===== config.mk =====
export PLATFORM = sky130hd
export DESIGN_NAME = uart_rx_core
export DESIGN_NICKNAME = d
export VERILOG_FILES = /design/src/rtl/uart_pkg.sv /design/src/rtl/uart_sync2.sv /design/src/rtl/uart_rx_core.sv
export SDC_FILE = /design/constraint.sdc
export NUM_CORES = 1
export LEC_CHECK = 0
export CORE_ASPECT_RATIO = 1.2
export CORE_MARGIN = 2
export CORE_UTILIZATION = 35
export CTS_CLUSTER_DIAMETER = 150
export CTS_CLUSTER_SIZE = 28
export DETAILED_ROUTE_END_ITERATION = 10
export SYNTH_ARGS = -nofsm -noshare
export SYNTH_HDL_FRONTEND = slang
export SYNTH_SLANG_ARGS = --single-unit
export TNS_END_PERCENT = 50

===== constraint.sdc =====
create_clock -name clk -period 2.3 [get_ports clk]
set_input_delay 0.345 -clock clk [delete_from_list [all_inputs] [get_ports clk]]
set_output_delay 0.345 -clock clk [all_outputs]
set_load 0.1 [all_outputs]

===== src/rtl/uart_pkg.sv =====
// Shared types and default constants for the UART receive path.
package uart_pkg;

  typedef enum logic [2:0] {IDLE, START, DATA, PARITY, STOP} rx_state_t;

  localparam int unsigned UART_OVERSAMPLE = 16;
  localparam int unsigned UART_DATA_BITS  = 8;

endpackage


===== src/rtl/uart_sync2.sv =====
// Two-flop synchroniser for a single asynchronous input, reset value selectable.
module uart_sync2 #(
  parameter logic RESET_VAL = 1'b1
) (
  input  logic clk_i,
  input  logic rst_ni,
  input  logic d_i,
  output logic q_o
);

  logic meta_q;
  logic sync_q;

  always_ff @(posedge clk_i or negedge rst_ni) begin
    if (!rst_ni) begin
      meta_q <= RESET_VAL;
      sync_q <= RESET_VAL;
    end else begin
      meta_q <= d_i;
      sync_q <= meta_q;
    end
  end

  assign q_o = sync_q;

endmodule


===== src/rtl/uart_rx_core.sv =====
// Oversampled UART receiver with one-entry holding register and valid/ready output.
// Optional parity bit checking is built when UART_RX_PARITY_EN is defined.
module uart_rx_core
  import uart_pkg::*;
#(
  parameter int unsigned DATA_BITS  = UART_DATA_BITS,
  parameter int unsigned OVERSAMPLE = UART_OVERSAMPLE,
  parameter int unsigned PARITY_ODD = 0
) (
  input  logic                 clk,
  input  logic                 rst_n,
  input  logic                 rx_tick,
  input  logic                 rx_serial,
  input  logic                 rx_ready,
  output logic [DATA_BITS-1:0] rx_data,
  output logic                 rx_valid,
  output logic                 frame_err,
  output logic                 parity_err,
  output logic                 overrun_err,
  output logic                 rx_busy
);

  localparam int unsigned TW = $clog2(OVERSAMPLE);
  localparam int unsigned BW = $clog2(DATA_BITS + 1);
  localparam logic [TW-1:0] TICK_HALF = TW'(OVERSAMPLE / 2 - 1);
  localparam logic [TW-1:0] TICK_LAST = TW'(OVERSAMPLE - 1);
  localparam logic [BW-1:0] BIT_LAST  = BW'(DATA_BITS - 1);

  if (DATA_BITS < 5 || DATA_BITS > 9 || OVERSAMPLE < 4 || (OVERSAMPLE % 2) != 0 ||
      PARITY_ODD > 1) begin : g_bad_params
    $error("uart_rx_core: unsupported parameter combination");
  end

  logic rx_s;

  uart_sync2 #(.RESET_VAL(1'b1)) u_sync (
    .clk_i  (clk),
    .rst_ni (rst_n),
    .d_i    (rx_serial),
    .q_o    (rx_s)
  );

  rx_state_t              state_q, state_d;
  logic                   armed_q, armed_d;
  logic [TW-1:0]          tick_cnt_q, tick_cnt_d;
  logic [BW-1:0]          bit_cnt_q, bit_cnt_d;
  logic [DATA_BITS-1:0]   shift_q, shift_d;
  logic                   stop_q, stop_d;
  logic                   load_q, load_d;
  logic [DATA_BITS-1:0]   data_q, data_d;
  logic                   valid_q, valid_d;
  logic                   fe_q, fe_d;
  logic                   ovr_q, ovr_d;
`ifdef UART_RX_PARITY_EN
  logic                   par_q, par_d;
  logic                   pe_q, pe_d;
`endif

  always_ff @(posedge clk or negedge rst_n) begin
    if (!rst_n) begin
      state_q    <= IDLE;
      armed_q    <= 1'b0;
      tick_cnt_q <= '0;
      bit_cnt_q  <= '0;
      shift_q    <= '0;
      stop_q     <= 1'b0;
      load_q     <= 1'b0;
      data_q     <= '0;
      valid_q    <= 1'b0;
      fe_q       <= 1'b0;
      ovr_q      <= 1'b0;
`ifdef UART_RX_PARITY_EN
      par_q      <= 1'b0;
      pe_q       <= 1'b0;
`endif
    end else begin
      state_q    <= state_d;
      armed_q    <= armed_d;
      tick_cnt_q <= tick_cnt_d;
      bit_cnt_q  <= bit_cnt_d;
      shift_q    <= shift_d;
      stop_q     <= stop_d;
      load_q     <= load_d;
      data_q     <= data_d;
      valid_q    <= valid_d;
      fe_q       <= fe_d;
      ovr_q      <= ovr_d;
`ifdef UART_RX_PARITY_EN
      par_q      <= par_d;
      pe_q       <= pe_d;
`endif
    end
  end

  // Frame sequencer: every action is gated by rx_tick; armed_q keeps a held-low
  // line (break or bad stop) from being mistaken for a fresh start bit.
  always_comb begin
    state_d    = state_q;
    armed_d    = armed_q;
    tick_cnt_d = tick_cnt_q;
    bit_cnt_d  = bit_cnt_q;
    shift_d    = shift_q;
    stop_d     = stop_q;
    load_d     = 1'b0;
`ifdef UART_RX_PARITY_EN
    par_d      = par_q;
`endif
    if (rx_tick) begin
      unique case (state_q)
        IDLE: begin
          if (armed_q && !rx_s) begin
            state_d    = START;
            tick_cnt_d = '0;
            armed_d    = 1'b0;
          end else if (rx_s) begin
            armed_d = 1'b1;
          end
        end
        START: begin
          if (tick_cnt_q == TICK_HALF) begin
            if (rx_s) begin
              state_d = IDLE;
            end else begin
              state_d    = DATA;
              tick_cnt_d = '0;
              bit_cnt_d  = '0;
            end
          end else begin
            tick_cnt_d = tick_cnt_q + 1'b1;
          end
        end
        DATA: begin
          if (tick_cnt_q == TICK_LAST) begin
            tick_cnt_d = '0;
            shift_d    = {rx_s, shift_q[DATA_BITS-1:1]};
            bit_cnt_d  = bit_cnt_q + 1'b1;
            if (bit_cnt_q == BIT_LAST) begin
`ifdef UART_RX_PARITY_EN
              state_d = PARITY;
`else
              state_d = STOP;
`endif
            end
          end else begin
            tick_cnt_d = tick_cnt_q + 1'b1;
          end
        end
`ifdef UART_RX_PARITY_EN
        PARITY: begin
          if (tick_cnt_q == TICK_LAST) begin
            tick_cnt_d = '0;
            par_d      = rx_s;
            state_d    = STOP;
          end else begin
            tick_cnt_d = tick_cnt_q + 1'b1;
          end
        end
`endif
        STOP: begin
          if (tick_cnt_q == TICK_LAST) begin
            tick_cnt_d = '0;
            stop_d     = rx_s;
            load_d     = 1'b1;
            state_d    = IDLE;
          end else begin
            tick_cnt_d = tick_cnt_q + 1'b1;
          end
        end
        default: state_d = IDLE;
      endcase
    end
  end

  // Handshake clears first; a simultaneous load then refills, so a consumed word
  // never counts as overrun.
  always_comb begin
    data_d  = data_q;
    valid_d = valid_q;
    fe_d    = fe_q;
    ovr_d   = ovr_q;
`ifdef UART_RX_PARITY_EN
    pe_d    = pe_q;
`endif
    if (valid_q && rx_ready) begin
      valid_d = 1'b0;
      ovr_d   = 1'b0;
    end
    if (load_q) begin
      data_d  = shift_q;
      valid_d = 1'b1;
      fe_d    = ~stop_q;
      ovr_d   = ovr_d | (valid_q & ~rx_ready);
`ifdef UART_RX_PARITY_EN
      pe_d    = ((^shift_q) ^ par_q) != 1'(PARITY_ODD);
`endif
    end
  end

  assign rx_data     = data_q;
  assign rx_valid    = valid_q;
  assign frame_err   = fe_q;
  assign overrun_err = ovr_q;
  assign rx_busy     = (state_q != IDLE);
`ifdef UART_RX_PARITY_EN
  assign parity_err  = pe_q;
`else
  assign parity_err  = 1'b0;
`endif

endmodule

==> flow_metrics.env, run 1 <==
export IMPL_status="complete, no violations"
export IMPL_cts_made_buffers=5
export IMPL_rows=27
export IMPL_ctsHtreeMaxLevel=2
export IMPL_netlist_area_leader_share_pct=51.0
export IMPL_gp_congestion=0.723
export IMPL_finalCritPeriodShare_pct=85.6
export IMPL_drv_cap=0
export IMPL_reg2reg_slack_ns=0.33
export IMPL_synth_area_mm2=0.00162
export IMPL_vias=1039
export IMPL_synth_area_per_cell_um2=13.0
export IMPL_synth_largest_area_cell="dfrtp_1"
export IMPL_ys_flop_type="dfrtp_1"
export IMPL_crit_type="reg -> reg"
export IMPL_fp_dieW_um=66.1
export IMPL_drv_slew=0
export IMPL_synth_area_leaders="dfrtp_1 (51%), mux2_2 (13%), dfstp_2 (3.2%), mux2_4 (2.8%), o21ai_0 (2.2%)"
export IMPL_crit_end="bit_cnt_q[1]"
export IMPL_fin_crit_ns=1.97
export IMPL_r2r_start="state_q[2]"
export IMPL_synth_seq_cells=35
export IMPL_worstRegToRegCells=4
export IMPL_grt_pass1_vias=1007
export IMPL_die_area_mm2=0.00519
export IMPL_synth_cell_type_count=43
export IMPL_synth_xor_area_share_pct=1.08
export IMPL_synth_top_family_by_area="multiplexers"
export IMPL_finalHoldViolCount=0
export IMPL_cts_hold_buf=0
export IMPL_grt_setup_unrepaired="no"
export IMPL_ctsResizeCount=0
export IMPL_synth_simple_area_share_pct=10.7
export IMPL_antenna_cells=0
export IMPL_drt_drc_violations_left=0
export IMPL_cts_buffer_depth=2
export IMPL_post_drt_via_cell_ratio=5.09
export IMPL_grt_use_total_pct=12.5
export IMPL_muxShareOfSynthArea_pct=17.2
export IMPL_arrival_ns=2.13
export IMPL_skew_ns=0.00289
export IMPL_r2r_end="bit_cnt_q[1]"
export IMPL_die_h_um=78.5
export IMPL_numPortBuffers=16
export IMPL_synth_edf_count=0
export IMPL_cts_tree="yes"
export IMPL_final_nets=153
export IMPL_yosysWarningCount=0
export IMPL_netlist_instances=125
export IMPL_grt_ovfl_total=0
export IMPL_syn_nets=132
export IMPL_post_dp_hpwl_mm=1.90
export IMPL_io_pins=18
export IMPL_fmax_ghz=0.508
export IMPL_drtPass1Iterations=4
export IMPL_core_mm2=0.00453
export IMPL_wire_per_inst_um=13.6
export IMPL_endpoint_kind="flop"
export IMPL_crit_required_ns=2.46
export IMPL_cp_start_kind="flop"
export IMPL_antenna_found_initial=0
export IMPL_drtAntennaViolNets=0
export IMPL_seq_area_frac_synth_pct=54.3
export IMPL_cp_startpoint="state_q[2]"
export IMPL_synthAdderAreaFrac_pct=2.24
export IMPL_initial_utilization_pct=35.8
export IMPL_post_cts_setup_buffers=0
export IMPL_setup_viol=0
export IMPL_areaGrowthSynthToFinish_pct=17.2
export IMPL_power_total_mw=1.88
export IMPL_synthTopCellsByCount="dfrtp_1 (33), mux2_2 (18), inv_1 (7), o21ai_0 (7), nand2_1 (6)"
export IMPL_power_density_mw_per_mm2=990
export IMPL_place_area_mm2=0.00181
export IMPL_synth_most_common_cell="dfrtp_1"
export IMPL_synth_compound_area_share_pct=10.5
export IMPL_async_flop_share_pct=100
export IMPL_drtIter0Drc=59
export IMPL_clock_latency_ns=0.28
export IMPL_grt_pass1_wl_mm=4.89
export IMPL_cts_sinks=35
export IMPL_setup_tns_ns=0
export IMPL_final_util_pct=41.9
export IMPL_fin_area_mm2=0.00190
export IMPL_root_buffer="clkbuf_8"
export IMPL_crit_fanout=12
export IMPL_p_leak_nw=0.901
export IMPL_hold_class="reg -> reg"
export IMPL_path_clk_slew_ns=0.07
export IMPL_ir_drop_mv=0.513
export IMPL_drive_gt1_share_pct=38.4
export IMPL_grt_max_degree=36
export IMPL_routed_wl_mm=2.77
-- through the flow --
step                      setup slack, ns  hold WS [ns]  cells
after floorplan                     0.580        0.0494    125
after global placement              0.319         0.347    197
after detailed placement            0.318         0.349    197
after CTS                           0.327         0.363    204
after global routing                0.234         0.375    204
final                               0.332         0.356    204
-- flip-flops by register name (all words and copies together), names as in the netlist, 3 cells and up, named ones only --
signal      count
bit_cnt_q       4
rx_data         8
shift_q         8
state_q         3
tick_cnt_q      4
-- report_power, final --
part	leakage [nW]	switching, mW	total [mW]	internal [mW]
Clock	0.0470	0.211	0.445	0.235
Combinational	0.388	0.367	0.654	0.288
Sequential	0.466	0.0889	0.779	0.690
Total	0.901	0.666	1.88	1.21
-- kinds of logic after synthesis --
kind of cell             Yosys count
flip-flops                        35
AO/OA/AOI/OAI                     24
multiplexers                      24
AND/OR/NAND/NOR                   24
buffers and inverters             12
adder cells (fa/ha/maj)            3
XOR/XNOR                           2
other                              1
-- critical path, stage by stage, from the launching register on --
cell and delay, ns:
dfrtp_1 0.53, or3b_2 0.58, o221ai_1 0.43, or2_1 0.21, o21ai_0 0.09
-- worst min path at each step --
stage                   from          to  cells after the start
2_1_floorplan          rst_n   async pin                      0
3_3_place_gp   u_sync.meta_q  u_sync.q_o                      0
3_5_place_dp   u_sync.meta_q  u_sync.q_o                      0
4_1_cts        u_sync.meta_q  u_sync.q_o                      0
5_1_grt        u_sync.meta_q  u_sync.q_o                      0
6_report       u_sync.meta_q  u_sync.q_o                      0
-- placed cells by master (no fill, tap or decap), drive strengths merged, types with 4 or more instances in the layout --
| master | instances |
|---|---|
| inv | 7 |
| mux2 | 21 |
| nand2 | 6 |
| clkbuf | 6 |
| dfrtp | 33 |
| clkdlybuf4s50 | 4 |
| buf | 15 |
| o21ai | 8 |
-- cell type report --
type	count	area [um^2]
fillers	441	2630
flip-flops and latches	35	878
clock buffers	6	82.6
well taps	58	72.6
clock inverters	1	5.00
multi-input cells	78	679
inverters	7	26.3
repair buffers	19	153
-- layer usage --
metal	part of all wire (%)	global-route usage, %	up-vias
met5	0	0	-
met1	43	15.6	516
met3	5.0	4.30	8
met4	2.5	6.12	0
met2	49	19.1	28
li1	-	-	487
No activity file was read; power rests on OpenSTA's default activity.
==> run 2, diff against run 1 <==
--- a/config.mk
+++ b/config.mk
@@ -6,10 +6,10 @@
 export NUM_CORES = 1
 export LEC_CHECK = 0
 export CORE_ASPECT_RATIO = 1.2
-export CORE_MARGIN = 2
+export CORE_MARGIN = 4
 export CORE_UTILIZATION = 35
 export CTS_CLUSTER_DIAMETER = 150
-export CTS_CLUSTER_SIZE = 28
+export CTS_CLUSTER_SIZE = 30
 export DETAILED_ROUTE_END_ITERATION = 10
 export SYNTH_ARGS = -nofsm -noshare
 export SYNTH_HDL_FRONTEND = slang
==> run 2 against run 1 <==
First-iteration DRC count decreased by 5.1%. Power decreased by 1.1%. Sequential share of layout area barely moved. Combinational power is 4.4% higher. Die area increased by 11%. Critical path depth is 1 higher. Setup slack improved by 0.063 ns. Non-clock buffer count up 1. Largest power group unchanged. Highest routed layer unchanged.
==> flow_metrics.env, run 2 (same netlist as run 1, synthesis figures left out) <==
export IMPL_dp_slack_ns=0.322
export IMPL_setup_viol=0
export IMPL_crit_type="reg -> reg"
export IMPL_cts_sinks=35
export IMPL_holdWs_ns=0.359
export IMPL_ctsHtreeMaxLevel=2
export IMPL_crit_fanout=7
export IMPL_fin_area_mm2=0.00190
export IMPL_wire_per_inst_um=13.7
export IMPL_cts_tree="yes"
export IMPL_fmax_ghz=0.525
export IMPL_endpoint_kind="flop"
export IMPL_ir_drop_mv=0.890
export IMPL_cpPeakStageDelay_ns=0.47
export IMPL_rows=26
export IMPL_initial_utilization_pct=37.1
export IMPL_die_area_mm2=0.00578
export IMPL_mostFrequentLayoutCells="dfrtp_1 (33), mux2_2 (18), buf_4 (16)"
export IMPL_path_cells="buf_4 -> or3b_4 -> o32ai_2 -> and3b_4 -> mux2_4"
export IMPL_drt_drc_violations_left=0
export IMPL_final_nets=154
export IMPL_finalHoldViolCount=0
export IMPL_vias=1045
export IMPL_numPortBuffers=16
export IMPL_ctsResizeCount=0
export IMPL_setup_tns_ns=0
export IMPL_place_area_mm2=0.00181
export IMPL_cts_hold_buf=0
export IMPL_routed_wl_mm=2.80
export IMPL_drtPass1Iterations=4
export IMPL_core_mm2=0.00436
export IMPL_grt_use_total_pct=11.7
export IMPL_drive_gt1_share_pct=37.8
export IMPL_die_h_um=82.5
export IMPL_num_fill_cells=440
export IMPL_grt_pass1_vias=1097
export IMPL_grt_setup_unrepaired="no"
export IMPL_root_buffer="clkbuf_8"
export IMPL_drtIter0Drc=56
export IMPL_power_density_mw_per_mm2=980
export IMPL_path_clk_slew_ns=0.06
export IMPL_dp_cells=196
export IMPL_fp_dieW_um=70.1
export IMPL_worst_slew_pin_slew_ns=0.563
export IMPL_grt_max_degree=36
export IMPL_cp_start_kind="flop"
export IMPL_post_cts_setup_buffers=0
export IMPL_arrival_ns=2.07
export IMPL_post_dp_hpwl_mm=2.06
export IMPL_layout_commonest_cell="dfrtp_1"
export IMPL_drv_slew=0
export IMPL_status="complete, no violations"
export IMPL_hold_class="reg -> reg"
export IMPL_antenna_found_initial=0
export IMPL_cp_slowest_cell="dfrtp_1"
export IMPL_io_pins=18
export IMPL_grt_pass1_wl_mm=5.22
export IMPL_worst_slack_ns=0.394
export IMPL_antenna_cells=0
export IMPL_areaGrowthSynthToFinish_pct=17.1
export IMPL_final_cells=204
export IMPL_p_leak_nw=0.901
export IMPL_finalCritPeriodShare_pct=82.8
export IMPL_post_drt_via_cell_ratio=5.12
export IMPL_maxSlewHeadroom_pct=62.4
export IMPL_skew_ns=0.00633
export IMPL_grt_ovfl_total=0
export IMPL_cts_made_buffers=5
export IMPL_drtAntennaViolNets=0
export IMPL_drv_cap=0
export IMPL_crit_required_ns=2.46
export IMPL_gp_congestion=0.806
export IMPL_fin_crit_ns=1.91
export IMPL_clock_latency_ns=0.28
export IMPL_cts_buffer_depth=2
run 2: worst max-delay path: cells and delay by family (launching register included):
kind | cells | cell delay, ns
flops | 1 | 0.47
mux | 1 | 0.30
simple gates | 2 | 0.67
buf+inv | 1 | 0.20
compound gates | 1 | 0.16
run 2: path summary, 6_finish.rpt:
path                          startpoint             to  slack [ns]  cells past startpoint
setup / recovery              state_q[2]     state_q[1]        0.39                      5
max in group asynchronous          rst_n  u_sync.meta_q        1.48                      2
hold reg to reg            u_sync.meta_q     u_sync.q_o        0.36                      0
min in group asynchronous          rst_n     rx_data[7]        0.48                      2
setup reg to reg              state_q[2]     state_q[1]        0.39                      5
hold / removal             u_sync.meta_q     u_sync.q_o        0.36                      0
run 2: metrics by stage:
step / total power, mW / util [%]
final: 1.86 / 43.5
after global routing: 2.00 / 43.5
after CTS: 1.88 / 43.5
after detailed placement: 1.45 / 41.6
after global placement: 1.43 / 41.6
after floorplan: 1.31 / -
run 2: per-layer routing:
layer	share of wire, %	vias up	track usage (%)	wire (um)
met3	4.8	7	3.87	135
met1	45	517	14.4	1260
met5	0	-	0	0
met4	2.6	0	5.75	74
met2	48	24	18.4	1330
li1	-	497	-	-
run 2: where the power goes:
part / switching (mW) / total, mW / internal [mW]
logic: 0.391 / 0.683 / 0.291
clock network: 0.204 / 0.416 / 0.212
registers: 0.0674 / 0.758 / 0.691
run 2: cell type report:
class / count / area [um^2] / share of cell area, %
Clock buffer: 7 / 76.3 / 4.03
Tap cell: 56 / 70.1 / 3.70
Multi-Input combinational cell: 78 / 679 / 35.8
Timing Repair Buffer: 20 / 160 / 8.45
Sequential cell: 35 / 878 / 46.3
Clock inverter: 1 / 5.00 / 0.264
Inverter: 7 / 26.3 / 1.39
